===== config.mk =====
export PLATFORM = sky130hd
export DESIGN_NAME = div_unit_flat
export DESIGN_NICKNAME = d
export VERILOG_FILES = /design/src/rtl/div_pkg.sv /design/src/rtl/div_if.sv /design/src/rtl/div_step.sv /design/src/rtl/div_unit.sv /design/src/flat_wrapper.sv
export SDC_FILE = /design/constraint.sdc
export NUM_CORES = 1
export LEC_CHECK = 0
export ABC_AREA = 1
export ABC_CLOCK_PERIOD_IN_PS = 2000
export CORE_ASPECT_RATIO = 0.7
export CORE_UTILIZATION = 49
export DETAILED_ROUTE_END_ITERATION = 10
export GPL_TIMING_DRIVEN = 0
export PLACE_DENSITY = 0.77
export SETUP_SLACK_MARGIN = 0.05
export SYNTH_ARGS = -nofsm -noshare
export SYNTH_HDL_FRONTEND = slang
export SYNTH_SLANG_ARGS = --single-unit
export TNS_END_PERCENT = 1

===== constraint.sdc =====
create_clock -name clk -period 2 [get_ports clk]
set_input_delay 0.3 -clock clk [delete_from_list [all_inputs] [get_ports clk]]
set_output_delay 0.3 -clock clk [all_outputs]
set_load 0.05 [all_outputs]

===== src/rtl/div_pkg.sv =====
// Shared decode constants, FSM state type and defaults for the iterative HI/LO divider.
package div_pkg;

    localparam int WIDTH_DEF = 32;
    localparam int CNT_W_DEF = 6;

    localparam logic [5:0] OP_SPECIAL = 6'd0;
    localparam logic [5:0] FUNCT_DIV  = 6'd26;
    localparam logic [5:0] FUNCT_DIVU = 6'd27;

    typedef enum logic [1:0] {
        IDLE,
        RUN,
        DONE
    } state_t;

    // True when the instruction word is SPECIAL with the given funct.
    function automatic logic is_op(input logic [31:0] sig, input logic [5:0] funct);
        return (sig[31:26] == OP_SPECIAL) && (sig[5:0] == funct);
    endfunction

endpackage


===== src/rtl/div_if.sv =====
// Request/result bundle between the issuing datapath and div_unit.
interface div_if #(parameter int WIDTH = 32);

    logic                 start;
    logic [31:0]          Signal;
    logic [WIDTH-1:0]     dataA;
    logic [WIDTH-1:0]     dataB;
    logic [2*WIDTH-1:0]   dataOut;
    logic                 busy;
    logic                 done;
    logic                 divZero;

    modport master (
        output start, Signal, dataA, dataB,
        input  dataOut, busy, done, divZero
    );

    modport slave (
        input  start, Signal, dataA, dataB,
        output dataOut, busy, done, divZero
    );

endinterface


===== src/rtl/div_step.sv =====
// One restoring shift-subtract iteration: shift {rem,quo} left, keep the trial difference if non-negative.
module div_step #(
    parameter int WIDTH = 32
) (
    input  logic [WIDTH-1:0] rem,
    input  logic [WIDTH-1:0] quo,
    input  logic [WIDTH-1:0] divisor,
    output logic [WIDTH-1:0] rem_next,
    output logic [WIDTH-1:0] quo_next
);

    logic [WIDTH:0] shifted;
    logic           ge;

    always_comb begin
        shifted  = {rem, quo[WIDTH-1]};
        ge       = shifted >= {1'b0, divisor};
        // When ge holds the difference is below divisor, so it fits in WIDTH bits.
        rem_next = ge ? WIDTH'(shifted - {1'b0, divisor}) : shifted[WIDTH-1:0];
        quo_next = {quo[WIDTH-2:0], ge};
    end

endmodule


===== src/rtl/div_unit.sv =====
// Iterative restoring divider returning {remainder, quotient}, one quotient bit per clock.
// Signed div (funct 26) is built only when DIV_SIGNED_EN is defined.
module div_unit
    import div_pkg::*;
#(
    parameter int WIDTH = WIDTH_DEF,
    parameter int CNT_W = CNT_W_DEF
) (
    input  logic clk,
    input  logic rst_n,
    div_if.slave bus
);

    state_t state, state_nx;

    logic [WIDTH-1:0]   rem_q, rem_nx;
    logic [WIDTH-1:0]   quo_q, quo_nx;
    logic [WIDTH-1:0]   dvs_q, dvs_nx;
    logic [CNT_W-1:0]   cnt_q, cnt_nx;
    logic               dz_q, dz_nx;
    logic [2*WIDTH-1:0] out_q, out_nx;
    logic               busy_q, busy_nx;
    logic               done_q, done_nx;
    logic               divz_q, divz_nx;

    logic               decode_ok;
    logic               accept;
    logic [WIDTH-1:0]   a_mag, b_mag;
    logic [WIDTH-1:0]   step_rem, step_quo;
    logic [WIDTH-1:0]   rem_fix, quo_fix, raw_a;
    logic [2*WIDTH-1:0] result;

`ifdef DIV_SIGNED_EN
    logic is_div;
    logic a_neg, b_neg;
    logic neg_q_q, neg_q_nx;
    logic neg_r_q, neg_r_nx;

    assign is_div    = is_op(bus.Signal, FUNCT_DIV);
    assign decode_ok = is_op(bus.Signal, FUNCT_DIVU) || is_div;
    assign a_neg     = is_div & bus.dataA[WIDTH-1];
    assign b_neg     = is_div & bus.dataB[WIDTH-1];
    assign a_mag     = a_neg ? -bus.dataA : bus.dataA;
    assign b_mag     = b_neg ? -bus.dataB : bus.dataB;
    assign rem_fix   = neg_r_q ? -rem_q : rem_q;
    assign quo_fix   = neg_q_q ? -quo_q : quo_q;
    // On divide-by-zero quo_q still holds |dataA|; re-applying the sign restores raw dataA.
    assign raw_a     = neg_r_q ? -quo_q : quo_q;
`else
    assign decode_ok = is_op(bus.Signal, FUNCT_DIVU);
    assign a_mag     = bus.dataA;
    assign b_mag     = bus.dataB;
    assign rem_fix   = rem_q;
    assign quo_fix   = quo_q;
    assign raw_a     = quo_q;
`endif

    assign accept = (state == IDLE) && bus.start && decode_ok;
    assign result = dz_q ? {raw_a, {WIDTH{1'b1}}} : {rem_fix, quo_fix};

    div_step #(.WIDTH(WIDTH)) u_step (
        .rem      (rem_q),
        .quo      (quo_q),
        .divisor  (dvs_q),
        .rem_next (step_rem),
        .quo_next (step_quo)
    );

    always_ff @(posedge clk or negedge rst_n) begin
        if (!rst_n) state <= IDLE;
        else        state <= state_nx;
    end

    always_comb begin
        state_nx = state;
        rem_nx   = rem_q;
        quo_nx   = quo_q;
        dvs_nx   = dvs_q;
        cnt_nx   = cnt_q;
        dz_nx    = dz_q;
        out_nx   = out_q;
        busy_nx  = busy_q;
        done_nx  = 1'b0;
        divz_nx  = divz_q;
`ifdef DIV_SIGNED_EN
        neg_q_nx = neg_q_q;
        neg_r_nx = neg_r_q;
`endif
        case (state)
            IDLE: begin
                if (accept) begin
                    rem_nx   = '0;
                    quo_nx   = a_mag;
                    dvs_nx   = b_mag;
                    cnt_nx   = CNT_W'(WIDTH);
                    dz_nx    = (bus.dataB == '0);
                    busy_nx  = 1'b1;
                    divz_nx  = 1'b0;
`ifdef DIV_SIGNED_EN
                    neg_q_nx = a_neg ^ b_neg;
                    neg_r_nx = a_neg;
`endif
                    state_nx = (bus.dataB == '0) ? DONE : RUN;
                end
            end
            RUN: begin
                rem_nx = step_rem;
                quo_nx = step_quo;
                cnt_nx = cnt_q - CNT_W'(1);
                if (cnt_q == CNT_W'(1)) state_nx = DONE;
            end
            DONE: begin
                out_nx   = result;
                done_nx  = 1'b1;
                busy_nx  = 1'b0;
                divz_nx  = dz_q;
                state_nx = IDLE;
            end
            default: state_nx = IDLE;
        endcase
    end

    always_ff @(posedge clk or negedge rst_n) begin
        if (!rst_n) begin
            rem_q   <= '0;
            quo_q   <= '0;
            dvs_q   <= '0;
            cnt_q   <= '0;
            dz_q    <= 1'b0;
            out_q   <= '0;
            busy_q  <= 1'b0;
            done_q  <= 1'b0;
            divz_q  <= 1'b0;
`ifdef DIV_SIGNED_EN
            neg_q_q <= 1'b0;
            neg_r_q <= 1'b0;
`endif
        end else begin
            rem_q   <= rem_nx;
            quo_q   <= quo_nx;
            dvs_q   <= dvs_nx;
            cnt_q   <= cnt_nx;
            dz_q    <= dz_nx;
            out_q   <= out_nx;
            busy_q  <= busy_nx;
            done_q  <= done_nx;
            divz_q  <= divz_nx;
`ifdef DIV_SIGNED_EN
            neg_q_q <= neg_q_nx;
            neg_r_q <= neg_r_nx;
`endif
        end
    end

    assign bus.dataOut = out_q;
    assign bus.busy    = busy_q;
    assign bus.done    = done_q;
    assign bus.divZero = divz_q;

endmodule


===== src/flat_wrapper.sv =====
// flat-port wrapper written by rule: the top's interface ports become plain ports
module div_unit_flat import div_pkg::*;
#(
    parameter int WIDTH = WIDTH_DEF,
    parameter int CNT_W = CNT_W_DEF
)
  (clk, rst_n, bus_start, bus_Signal, bus_dataA, bus_dataB, bus_dataOut, bus_busy, bus_done, bus_divZero);
  div_if #(.WIDTH(WIDTH)) bus_i ();
  input  logic clk;
  input  logic rst_n;
  input wire logic [$bits(bus_i.start)-1:0] bus_start;
  input wire logic [$bits(bus_i.Signal)-1:0] bus_Signal;
  input wire logic [$bits(bus_i.dataA)-1:0] bus_dataA;
  input wire logic [$bits(bus_i.dataB)-1:0] bus_dataB;
  output wire logic [$bits(bus_i.dataOut)-1:0] bus_dataOut;
  output wire logic [$bits(bus_i.busy)-1:0] bus_busy;
  output wire logic [$bits(bus_i.done)-1:0] bus_done;
  output wire logic [$bits(bus_i.divZero)-1:0] bus_divZero;
  assign bus_i.start = bus_start;
  assign bus_i.Signal = bus_Signal;
  assign bus_i.dataA = bus_dataA;
  assign bus_i.dataB = bus_dataB;
  assign bus_dataOut = bus_i.dataOut;
  assign bus_busy = bus_i.busy;
  assign bus_done = bus_i.done;
  assign bus_divZero = bus_i.divZero;
  div_unit #(.WIDTH(WIDTH), .CNT_W(CNT_W)) u_core (.clk(clk), .rst_n(rst_n), .bus(bus_i));
endmodule

Word-level counts from Yosys, hierarchy flattened
Index checks and enable logic that the tools add are counted.
Storage, ports and cells
  bits in latches: 0
  bits of input ports: 99
  RAM bits: 0
  bits in read-only memories: 0
  word-level logic and storage cells: 48
  bits in registers: 172
  memories kept: 0
  output and inout bits: 67
Cells by class
  $lt $le $gt $ge: 1
  $add $sub $neg: 2
  bitwise gates (word level): 0
  div/mod/pow operators: 0
  multiply operators: 0
  eq/ne operators: 6
  shift operators: 0
  reductions and logical operators: 12
  muxes and demuxes: 17
Operators with widths (number)
  32-bit one-hot mux with 2 select lines: 2
  32-bit 2-to-1 mux: 3
  64-bit 2-to-1 mux: 1
  33-bit by 32-bit >= comparator with 1-bit output: 1
  32-bit logical NOT: 1
  32-bit subtractor: 1
  6-bit one-hot mux with 2 select lines: 1
  2-bit AND reduction: 4
  6-bit by 1-bit == test with 1-bit output (second input constant): 1
  6-bit by 5-bit == test with 1-bit output (second input constant): 1
  6-bit logical NOT: 1
  2-bit 2-to-1 mux: 3
  6-bit 2-to-1 mux: 1
  6-bit by 1-bit subtractor with 6-bit output (second input constant): 1
  2-bit by 1-bit inequality test with 1-bit output (second input constant): 2
  1-bit one-hot mux with 2 select lines: 2
  2-bit one-hot mux with 2 select lines: 1
  2-bit nonzero test: 2
  1-bit logical AND: 3
  1-bit 2-to-1 mux: 3
  2-bit by 1-bit == test with 1-bit output (second input constant): 1
  2-bit == test (second input constant): 1
  2-bit logical NOT: 1

Logic depth before layout (Yosys ltp)
Gate-level depths: netlist of the first run.
  word-level depth: 5
  gate-level depth with buffers: 17
  mapped depth without buffers: 16

By module
A second synthesis of the first run with hierarchy kept.
Unflattened totals
  cells, all modules: 1647
  area, all modules: 11030.6 µm²
Modules (own cells, without submodules)
  div_unit: times used 1, area an instance 7601.0 µm², cells each 963, sequential area each 4304.1 µm²
  div_step: times used 1, area an instance 3429.5 µm², cells each 684, sequential area each 0.0 µm²

Worst setup path after synthesis of the first run
No wires, ideal clock.
  kind: register to register
  start point: register u_core.quo_q[31], in the netlist u_core.quo_fix[31]
  end point: register u_core.rem_q[28], in the netlist u_core.rem_fix[28]
  stages on the path, launching flop included: 16
  period minus slack after synthesis: 1.998 ns
  library setup time: 0.116 ns
  setup slack: 0.002 ns
  path buffers: 0
  required time: 1.884 ns
  arrival time: 1.881 ns
  cells stage by stage: dfrtp_1 -> inv_1 -> ha_1 -> fa_1 -> inv_1 -> nand3_1 -> nand3_1 -> nand2_1 -> nand2_1 -> nand2_1 -> nand2_1 -> nand2_1 -> nand3_1 -> nand3_1 -> nand2_1 -> nand2_1
Between the ends
  word-level cells in the longest chain between the ends: 3
RTL lines
  from (decl): line div_unit.sv:17  | logic [WIDTH-1:0] quo_q, quo_nx;
  from (signal assigned): line div_unit.sv:140  | quo_q <= quo_nx;
  32-bit subtractor or 33-bit by 32-bit >= comparator with 1-bit output (tied branches): line div_step.sv:19, div_step.sv:17
  32-bit 2-to-1 mux (*): line div_step.sv:19  | rem_next = ge ? WIDTH'(shifted - {1'b0, divisor}) : shifted[WIDTH-1:0];
  32-bit one-hot mux with 2 select lines (*): line div_unit.sv:89  | case (state)
  to (signal assigned): line div_unit.sv:139  | rem_q <= rem_nx;
  to (decl): line div_unit.sv:16  | logic [WIDTH-1:0] rem_q, rem_nx;
Every way passes the cells marked *; elsewhere a longest branch is shown, timed or not.
A chain may end at the register's enable or synchronous reset.

Worst setup path in the final report of the first run
  start point: register u_core.rem_q[21], in the netlist u_core.rem_fix[21]
  end point: register u_core.rem_q[27], in the netlist u_core.rem_fix[27]
Between the ends
  word-level cells in the longest chain between the ends: 3
RTL lines (line)
  32-bit subtractor or 33-bit by 32-bit >= comparator with 1-bit output (tied branches): div_step.sv:19, div_step.sv:17
  32-bit 2-to-1 mux (*): div_step.sv:19
  32-bit one-hot mux with 2 select lines (*): div_unit.sv:89
Marked as above.

==> results.md, run 1 <==
* Outcome: finished, violations left
* Failing checks: negative setup slack
* Fin crit share at 111.3%
* Nets at between 1500 and 2000
* Int Pwr at 5.319 mW
* Multi-input logic area at 5370 um^2
* Initial Utilization at 50.36%
* Clk slew on worst S/H paths at 80 ps
* Cell row count at between 40 and 50
* Routed wire per std cell at 17.38 um
* Max Slew Vio Count at 0
* Post-DP HPWL at 23.76 mm
* Yosys top cell by area: dfrtp_1
* Seq. cell area at 4335 um^2
* Chip width at 173.0 um
* RSZ-0062 raised after global routing: true
* Drt pass-1 iters at 5
* Peak supply drop at 0.0005177 V
* Syn Inst Count at 1387
* Hold_ws at 351.9 ps
* Vias in the first global route at a little over 9000
* Final setup viols at 33
* Post-synth net total at 1521
* Routed WL at 32.55 mm
* Sw Pwr at 1.803 mW
* Worst Skew at 14.91 ps
* Post-Syn Area at 10030 um^2
* Power per Cell Area at 523.5 nW/um^2
* Avg Cell Area, Syn at 7.228 um^2
* Sink Count at 172
* Compound-cell area share of the yosys netlist at 12.33%
* Top cell type's share of synthesized area at 42.93%
* First-pass GRT wire length at around 50 mm
* # IOs at about 170
* Number of antenna violations at the first check in global routing at 1
* Number of port buffers at 145
* Final core occ at 68.34%
* Post-synthesis mux area share at 0%
* Largest family of logic cells by synthesized area: simple AND/OR/NAND/NOR gates
* Final worst slack at -225.9 ps
* Slew headroom at 52.79%
* Ys Warns at 0
* Sequential area share after synthesis at between 40% and 50%
* Die area at 21050 um^2
* Worst EP required at 2330 ps
* Unique masters post-synth at 39
* Post-route ant nets at 0
* Finished Layout Cells at 1873
* Chip height at 121.7 um
* Top FF cell, synth: dfrtp_1
* GP Congestion at a little over 0.9
* Combinational share of power at under 10%
* Total gr overflow at 0
* Final hold viol count at 0
* # fillers at 1639
* Routed vias at 10090
* Final instance area at approximately 14000 um^2
* GRT Total Usage at 30.68%
* Synth Area in Adders at 4.443%
* XOR/XNOR Fraction of Synth Area at 1.310%
* DRT iter0 DRCs at 933
* Worst setup SP type: register
* Clock Tree Buf Depth at 2
* Layout cells sized above 1 at 16.67%
* Worst hold path type: in2async
* Crit end category: register
* Async SR Flop Fraction at 100.0%
* Total CTS buffers at 17
* Number of synthesized flops with an enable pin at 0
* H-tree depth at 4
* Max-Cap Viols at 0
* Post-DP Area at 11860 um^2
* Post-Synth Simple-Gate Area at about 28%
* LEAKAGE at 6.897 nW
* Crit path kind: reg2reg
* Sw Ratio at between 20% and 30%
* Seq cells post-synth at 172
* Max Freq at 0.4493 GHz
* Data arrival at the endpoint of the critical path at approximately 2600 ps
* Tightest Pin Transition at approximately 700 ps
* Drt drc at 0
* CTS tree: done
* Crit path time final at 2226 ps
* Critical path fanouts, max at 10
* Clk_lat worst skew at about 440 ps
* CORE AREA at 19910 um^2
* Area grow syn2layout at 35.69%
* Synth top area cells: dfrtp_1 43%, nand2_1 14%, inv_1 8.1%
* Root buf cell: clkbuf_16
* Placed insts at approximately 1800
* Clock power share at 47.6%
* DR vias/cell at 5.389
* Part of the power in registers at about half
* Pin count of the biggest net entering global routing at 124
[registers in the layout, indices dropped and copies added, names as in the netlist]
| register | cells |
|---|---|
| u_core.cnt_q | 6 |
| u_core.dvs_q | 32 |
| u_core.bus.done | 1 |
| u_core.bus.divZero | 1 |
| u_core.dz_q | 1 |
| u_core.bus.busy | 1 |
| u_core.state | 2 |
| u_core.quo_fix | 32 |
| u_core.rem_fix | 32 |
| u_core.bus.dataOut | 64 |
[cell usage in the layout, fill, tap and decap left out, types with 25 or more instances in the layout]
cell type and count:
o21ai_0 106, dfrtp_2 25, inv_1 200, buf_4 37, clkdlybuf4s50_1 122, nor2_1 118
nand2_1 338, clkbuf_1 26, nand2_2 43, nand3_1 69, a21oi_1 68, ha_4 31
dfrtp_1 147
[cells in the mapped netlist (12+ instances only)]
cell type,number
nand3_1,78
nand3b_1,18
buf_2,12
clkbuf_1,30
nand4_1,14
xnor2_1,13
nand2_2,13
o22ai_1,20
inv_1,216
a221oi_1,12
o21ai_0,107
nor2_1,126
dfrtp_1,172
ha_1,34
nand2_1,377
a21oi_1,72
[final cells by class]
| class | instances | area share (%) |
|---|---|---|
| Buffer | 51 | 2.088 |
| Sequential cell | 172 | 31.87 |
| Multi-Input combinational cell | 940 | 39.47 |
| Timing Repair Buffer | 184 | 13.46 |
| Antenna cell | 1 | 0.01839 |
| Clock buffer | 17 | 3.127 |
| Inverter | 224 | 6.236 |
| Clock inverter | 14 | 1.251 |
| Tap cell | 270 | 2.483 |
[critical path: stages (launching register included)]
cell	delay [ps]
dfrtp_2	460
ha_4	340
nand2_4	80
nor2_4	150
nand2_2	90
nor4_4	280
nand2_4	150
nand2_8	140
buf_12	140
nand3_1	130
nand2_1	100
nand2_1	50
[power groups by stage]
stage                     Clock [mW]  Combinational, mW  Sequential [mW]
after floorplan                    0             0.0107             3.54
after global placement             0              0.250             3.55
after detailed placement           0              0.259             3.54
after CTS                       3.40              0.262             3.47
after global routing            3.54              0.284             3.47
final                           3.39              0.257             3.47
[stage by stage]
stage                     setup TNS, ps  worst slack, ps  total power [mW]
after floorplan                       0            58.79             3.555
after global placement         -1133210            -6481             3.796
after detailed placement         -26040           -522.8             3.802
after CTS                         -5302           -207.6             7.135
after global routing              -7968           -290.4             7.295
final                             -5077           -225.9             7.122
[worst paths after layout]
path | from | to | slack [ps] | cells past startpoint
min reg2reg | u_core.bus.dataOut[38] | u_core.bus.dataOut[38] | 490 | 2
min in group clk | bus_dataB[27] | u_core.dvs_q[27] | 450 | 3
max | u_core.rem_fix[21] | u_core.rem_fix[27] | -230 | 11
min | rst_n | u_core.bus.dataOut[8] | 350 | 2
max reg2reg | u_core.rem_fix[21] | u_core.rem_fix[27] | -230 | 11
max in group asynchronous | rst_n | u_core.rem_fix[29] | 670 | 3
[routing by layer]
| metal | track usage, % | vias to the layer above | routed length [um] |
|---|---|---|---|
| met5 | 0 | - | 0 |
| met4 | 6.250 | 0 | 421 |
| met3 | 6.773 | 34 | 3034 |
| met2 | 44.76 | 448 | 13770 |
| met1 | 46.58 | 4782 | 15320 |
| li1 | - | 4829 | - |
[kinds of logic after synthesis]
group / after synthesis
and+or+nand+nor: 661
buffers and inverters: 275
AOI/OAI and AO/OA: 229
DFF: 172
adders and majority gates: 35
xor gates and xnor gates: 15
[timing repair]
action                     in CTS  in global routing
hold endpoints to repair       49                  0
setup buffers                   9                 26
pin swaps                       4                 38
gates cloned                    0                  2
setup endpoints to repair      90                125
gates resized for setup        74                149
hold buffers                    1                  0
(Power assumes the default switching activity.)
==> inputs of run 2 (changes only) <==
--- a/config.mk
+++ b/config.mk
@@ -7,7 +7,9 @@
 export LEC_CHECK = 0
 export ABC_AREA = 1
 export ABC_CLOCK_PERIOD_IN_PS = 2000
+export CAP_MARGIN = 10
 export CORE_ASPECT_RATIO = 0.7
+export CORE_MARGIN = 10
 export CORE_UTILIZATION = 49
 export DETAILED_ROUTE_END_ITERATION = 10
 export GPL_TIMING_DRIVEN = 0
==> run 2 against run 1 <==
Against the previous run: the run still ends with negative setup slack left; wire length up 7.6%; flip-flop and latch count unchanged; clock skew down 6.1 ps; worst setup slack better by 30 ps; global-route usage down 5.9 points; die area up 27%; clock power up 5%; utilization up 0.69 points; non-clock buffer count up 18; fmax up 1.4%; combinational power about the same; largest cell class unchanged.
==> results.md, run 2 (same netlist as run 1, synthesis figures left out) <==
* Crit path kind: reg2reg
* Commonest non-fill, non-tap cell in the layout: nand2_1
* CORE AREA at 19960 um^2
* DRT iter0 DRCs at 1058
* Worst r2r dst: u_core.rem_fix[29]
* Initial Utilization at 50.23%
* Finished Layout Cells at around 1900
* Multi-input logic area at about 5400 um^2
* Number of antenna violations at the first check in global routing at 0
* Combinational share of power at 3.5%
* CTS tree: done
* Final worst slack at -195.6 ps
* Commonest cells after routing, fill and taps aside: 334 x nand2_1, 197 x inv_1, 149 x dfrtp_1
* # IOs at 166
* R2R cell count at 13
* Total gr overflow at 0
* Slew headroom at 48.22%
* Placed insts at 1803
* Post-DP HPWL at ~25 mm
* Chip width at 191.0 um
* Die area at 26670 um^2
* FF-to-FF setup slack at -200 ps
* Outcome: finished, violations left
* Antenna cells at 0
* Layout cells sized above 1 at a little under a fifth
* GRT Total Usage at around 25%
* Clock Tree Buf Depth at 2
* Total Power at 7.304 mW
* GP Congestion at 0.9581
* Chip height at 139.7 um
* Peak supply drop at 0.0005600 V
* Max FFs per register at between 60 and 70
* Worst setup SP type: register
* Tightest Pin Transition at 776.6 ps
* Critical path fanouts, max at 7
* Worst R2R Start: u_core.rem_fix[2]
* Routed wire per std cell at 18.54 um
* Data arrival at the endpoint of the critical path at 2540 ps
* H-tree depth at 4
* DR vias/cell at approximately 5.5
* Post-route ant nets at 0
* Power per Cell Area at 530.1 nW/um^2
* Clk_lat worst skew at 450 ps
* Part of the power in registers at between 40% and 50%
* Routed WL at 35.03 mm
* Sw Ratio at 21.73%
* Worst Skew at between 8 and 9 ps
* Sink Count at 172
* Vias in the first global route at 9477
* Failing checks: negative setup slack
* RSZ-0062 raised after global routing: true
* Max-Cap Viols at 0
* Sw Pwr at 1.587 mW
* Final setup viols at 33
* Number of port buffers at 145
* First-pass GRT wire length at 52.38 mm
* Seq. cell area at between 4000 and 5000 um^2
* Int Pwr at 5.717 mW
* Max Freq at 0.4555 GHz
* Nets at 1742
* Root buf cell: clkbuf_16
* Routed vias at 10370
* Fin crit share at 109.8%
* Final hold viol count at 0
* Worst EP required at between 2000 and 2500 ps
* Crit path time final at 2196 ps
* Final core occ at 69.03%
* # fillers at 1622
* Cell row count at 43
* Clock power share at 48.9%
* Total CTS buffers at 17
* Worst hold path type: in2async
* Clk slew on worst S/H paths at 70 ps
* Max Slew Vio Count at 0
* Pin count of the biggest net entering global routing at 97
* Drt drc at 0
* Area grow syn2layout at 37.43%
* Final TNS setup at -4797 ps
* LEAKAGE at just over 7 nW
* Drt pass-1 iters at 5
* Crit end category: register
[run 2: cell types whose count changed in the layout (fill, tap and decap cells not counted), moves of 4 or more]
cell	before	now
buf_4	37	55
clkdlybuf4s50_1	122	116
dlygate4sd2_1	1	7
buf_6	9	5
clkbuf_8	0	4
clkinv_2	0	4
clkinv_8	4	0
inv_2	21	25
inv_8	4	0
nand2_1	338	334
nand2_4	9	13
nor2_1	118	114
[run 2: worst max-delay path by stage]
| stage | startpoint | endpoint | slack, ps | depth (start not counted) |
|---|---|---|---|---|
| detailed placement | u_core.rem_fix[19] | u_core.rem_fix[29] | -470 | 11 |
| finish | u_core.rem_fix[2] | u_core.rem_fix[29] | -200 | 13 |
| floorplan | u_core.quo_fix[31] | u_core.rem_fix[28] | 60 | 15 |
| CTS | u_core.rem_fix[19] | u_core.rem_fix[28] | -160 | 13 |
| global placement | rst_n | u_core.bus.busy | -6420 | 1 |
| global route | u_core.quo_fix[31] | u_core.rem_fix[28] | -270 | 15 |
[run 2: layout make-up]
| cell class | instances | share of cell area, % |
|---|---|---|
| inverter | 224 | 6.139 |
| clock buffer | 21 | 3.487 |
| sequential | 172 | 31.45 |
| buffer | 51 | 1.934 |
| tap | 270 | 2.452 |
| timing repair buffer | 202 | 14.34 |
| clock inverter | 10 | 0.9808 |
| multi-input combinational | 940 | 39.22 |
[run 2: timing repair]
action	CTS	global route
gates resized for setup	116	119
cloned	0	3
hold endpoints to repair	76	0
setup endpoints to repair	100	126
hold buffers	1	0
pin swaps	13	36
buffers inserted	24	28
[run 2: stage by stage]
| step | area [um^2] | setup WS, ps | hold slack, ps |
|---|---|---|---|
| global placement | 11820 | -6424 | 466.1 |
| finish | 13780 | -195.6 | 407.4 |
| floorplan | 10030 | 58.79 | 4.409 |
| detailed placement | 11860 | -471.4 | 306.0 |
| CTS | 13190 | -164.3 | 432.9 |
| global route | 13780 | -269.4 | 443.9 |
[run 2: power by group through the flow]
stage	clock (mW)	sequential, mW	combinational (mW)
6_report	3.57	3.48	0.257
5_1_grt	3.71	3.47	0.283
4_1_cts	3.56	3.48	0.262
3_5_place_dp	0	3.54	0.258
3_3_place_gp	0	3.55	0.249
2_1_floorplan	0	3.54	0.0107
[run 2: per-layer routing]
layer / track usage, % / up-vias / share of wire [%]
met5: 0 / - / 0
met4: 5.826 / 0 / 1.5
met3: 6.615 / 55 / 10
met2: 35.27 / 461 / 43
met1: 36.24 / 4995 / 45
li1: - / 4854 / -
[run 2: worst max-delay path: stages (launching register included)]
cell and delay [ps]:
dfrtp_1 440, ha_4 330, nand2_2 100, nor2_2 180, nand3_2 130, nand3_4 130, nand2_2 70, nand2_2 80
nand2_4 70, nand2_4 150, clkbuf_16 180, nand3_2 110, nand2_2 80, nand2_1 40
==> inputs of run 3 (changes only) <==
--- a/config.mk
+++ b/config.mk
@@ -11,9 +11,11 @@
 export CORE_ASPECT_RATIO = 0.7
 export CORE_MARGIN = 10
 export CORE_UTILIZATION = 49
+export CTS_CLUSTER_SIZE = 28
 export DETAILED_ROUTE_END_ITERATION = 10
 export GPL_TIMING_DRIVEN = 0
 export PLACE_DENSITY = 0.77
+export REMOVE_ABC_BUFFERS = 1
 export SETUP_SLACK_MARGIN = 0.05
 export SYNTH_ARGS = -nofsm -noshare
 export SYNTH_HDL_FRONTEND = slang
==> run 3 against run 2 <==
Against the previous run: the flow still finishes with violations (negative setup slack); register-to-register slack lost 50 ps; sequential share of layout area shrank 0.84 points; cell area increased by 3.0%; fmax is 2.3% lower; final cell count down 0.74%; highest routed layer unchanged; first-iteration DRC count increased by 3.2%; non-clock buffer count fell by 27; utilization up 2.0 points; hold slack better by 39 ps.
==> results.md, run 3 (same netlist as run 1, synthesis figures left out) <==
* Routed WL at 38.41 mm
* Clock Tree Buf Depth at 2
* CORE AREA at around 20000 um^2
* Cell row count at 43
* Post-route ant nets at 0
* Worst setup SP type: register
* Data arrival at the endpoint of the critical path at 2570 ps
* Power per Cell Area at 496.4 nW/um^2
* Commonest non-fill, non-tap cell in the layout: nand2_1
* Clock power share at 47.0%
* Number of antenna violations at the first check in global routing at 0
* Routed wire per std cell at 20.47 um
* RSZ-0062 raised after global routing: true
* Total gr overflow at 0
* Nets at 1728
* Max-Cap Viols at 0
* Worst Skew at about 25 ps
* Finished Layout Cells at 1876
* Crit path kind: reg2reg
* Pin count of the biggest net entering global routing at 94
* Number of port buffers at 145
* Failing checks: negative setup slack
* First-pass GRT wire length at about 55 mm
* Placed insts at 1756
* Vias in the first global route at 9756
* Chip width at around 190 um
* Crit path time final at 2248 ps
* H-tree depth at 4
* Combinational share of power at 3.7%
* Chip height at 139.7 um
* Layout cells sized above 1 at approximately 22%
* Root buf cell: clkbuf_16
* Drt pass-1 iters at 8
* Crit-path most repeated cell: nand2_1
* Fin crit share at 112.4%
* Int Pwr at between 5 and 6 mW
* Worst EP required at approximately 2300 ps
* Max Slew Vio Count at 0
* Part of the power in registers at 49.3%
* Critical path fanouts, max at 5
* Worst-path cell chain: ha_4, nand2_4, inv_1, a21oi_2, nand2_1, nand2_1, nand2_2, buf_6, nor2_4, clkbuf_16, nand3b_1, nand3_1, nand2_1
* # IOs at 166
* Routed vias at 10520
* Slew headroom at 35.75%
* Commonest cells after routing, fill and taps aside: 319 x nand2_1, 180 x inv_1, 144 x dfrtp_1
* Tightest Pin Transition at 955.0 ps
* DRT iter0 DRCs at about 1100
* Slowest cell on crit path: dfrtp_2
* Sink Count at roughly 170
* Max stage delay on crit path at 460 ps
* Area grow syn2layout at 41.50%
* Final instance area at 14190 um^2
* Post-DP Area at 11700 um^2
* Max FFs per register at 64
* Die area at 26670 um^2
* Sw Pwr at 1.759 mW
* Max Freq at around 0.44 GHz
* Drt drc at 0
* Final worst slack at -248.2 ps
* Sw Ratio at 24.98%
* Clk_lat worst skew at about 450 ps
* Antenna cells at 0
* Initial Utilization at between 50% and 60%
* DR vias/cell at 5.605
* Total CTS buffers at 17
* LEAKAGE at between 7 and 8 nW
* Worst hold path type: in2reg
* GP Congestion at 0.9269
* Post-DP HPWL at 22.90 mm
* Final setup viols at 51
* Clk slew on worst S/H paths at about 90 ps
* Final hold viol count at 0
* Outcome: finished, violations left
* Crit end category: register
* CTS tree: done
* Peak supply drop at 0.0005089 V
* GRT Total Usage at around a quarter
[run 3: cell types whose count changed in the layout (fill, tap and decap cells not counted), moves of 7 or more]
cell / before / now
clkbuf_1: 25 / 0
nand2_1: 334 / 319
nand2_8: 1 / 8
inv_1: 197 / 180
nand2_2: 43 / 52
inv_2: 25 / 35
buf_4: 55 / 62
buf_12: 0 / 10
buf_2: 10 / 0
[run 3: final cells by class]
type	count	area, um^2
fillers	1562	5774
inverters	224	893.4
clock buffers	17	425.4
repair inverters	3	25.02
well taps	270	337.8
flip-flops and latches	172	4342
clock inverters	14	147.6
repair buffers	226	2331
multi-input cells	950	5684
[run 3: layer usage]
layer | global-route usage, % | vias up | part of all wire (%)
met5 | 0 | - | 0
met4 | 7.686 | 0 | 3.1
met3 | 6.840 | 98 | 10
met2 | 39.62 | 521 | 44
met1 | 36.61 | 5057 | 43
li1 | - | 4839 | -
[run 3: final timing paths]
path	from	endpoint	slack, ps	depth (start not counted)
max	u_core.rem_fix[22]	u_core.rem_fix[13]	-250	13
min	bus_dataB[1]	u_core.dvs_q[1]	450	3
max reg2reg	u_core.rem_fix[22]	u_core.rem_fix[13]	-250	13
min reg2reg	u_core.bus.dataOut[57]	u_core.bus.dataOut[57]	490	2
max in group asynchronous	rst_n	u_core.rem_fix[1]	600	3
min in group asynchronous	rst_n	u_core.bus.dataOut[26]	500	2
[run 3: repair_timing]
item	4_1_cts	5_1_grt
pin swaps	14	69
setup endpoints to repair	171	123
buffers inserted	12	61
hold buffers	1	0
hold endpoints to repair	92	0
cloned	10	5
gates resized for setup	104	188
[run 3: metrics by stage]
step	utilization [%]	hold WS, ps	setup WS (ps)	setup TNS (ps)	power [mW]
floorplan	-	4.409	-3193	-231020	3.555
global placement	57.99	465.9	-6679	-1715030	3.794
detailed placement	58.63	378.4	-1966	-222280	3.802
CTS	65.32	438.6	-287.9	-9785	7.055
global route	71.07	451.4	-310.0	-10030	7.230
finish	71.07	446.4	-248.2	-6552	7.042
[run 3: critical path: cells and delay by family, from the launching register on]
kind	cells	cell delay, ps
adders and majority gates	1	270
DFF	1	460
buffers and inverters	3	400
AOI/OAI and AO/OA	1	160
and+or+nand+nor	8	860
[run 3: power groups by stage]
stage | Combinational, mW | Sequential, mW | Clock [mW]
floorplan | 0.0107 | 3.54 | 0
global placement | 0.248 | 3.55 | 0
detailed placement | 0.258 | 3.54 | 0
CTS | 0.262 | 3.48 | 3.32
global route | 0.285 | 3.47 | 3.47
finish | 0.261 | 3.47 | 3.31
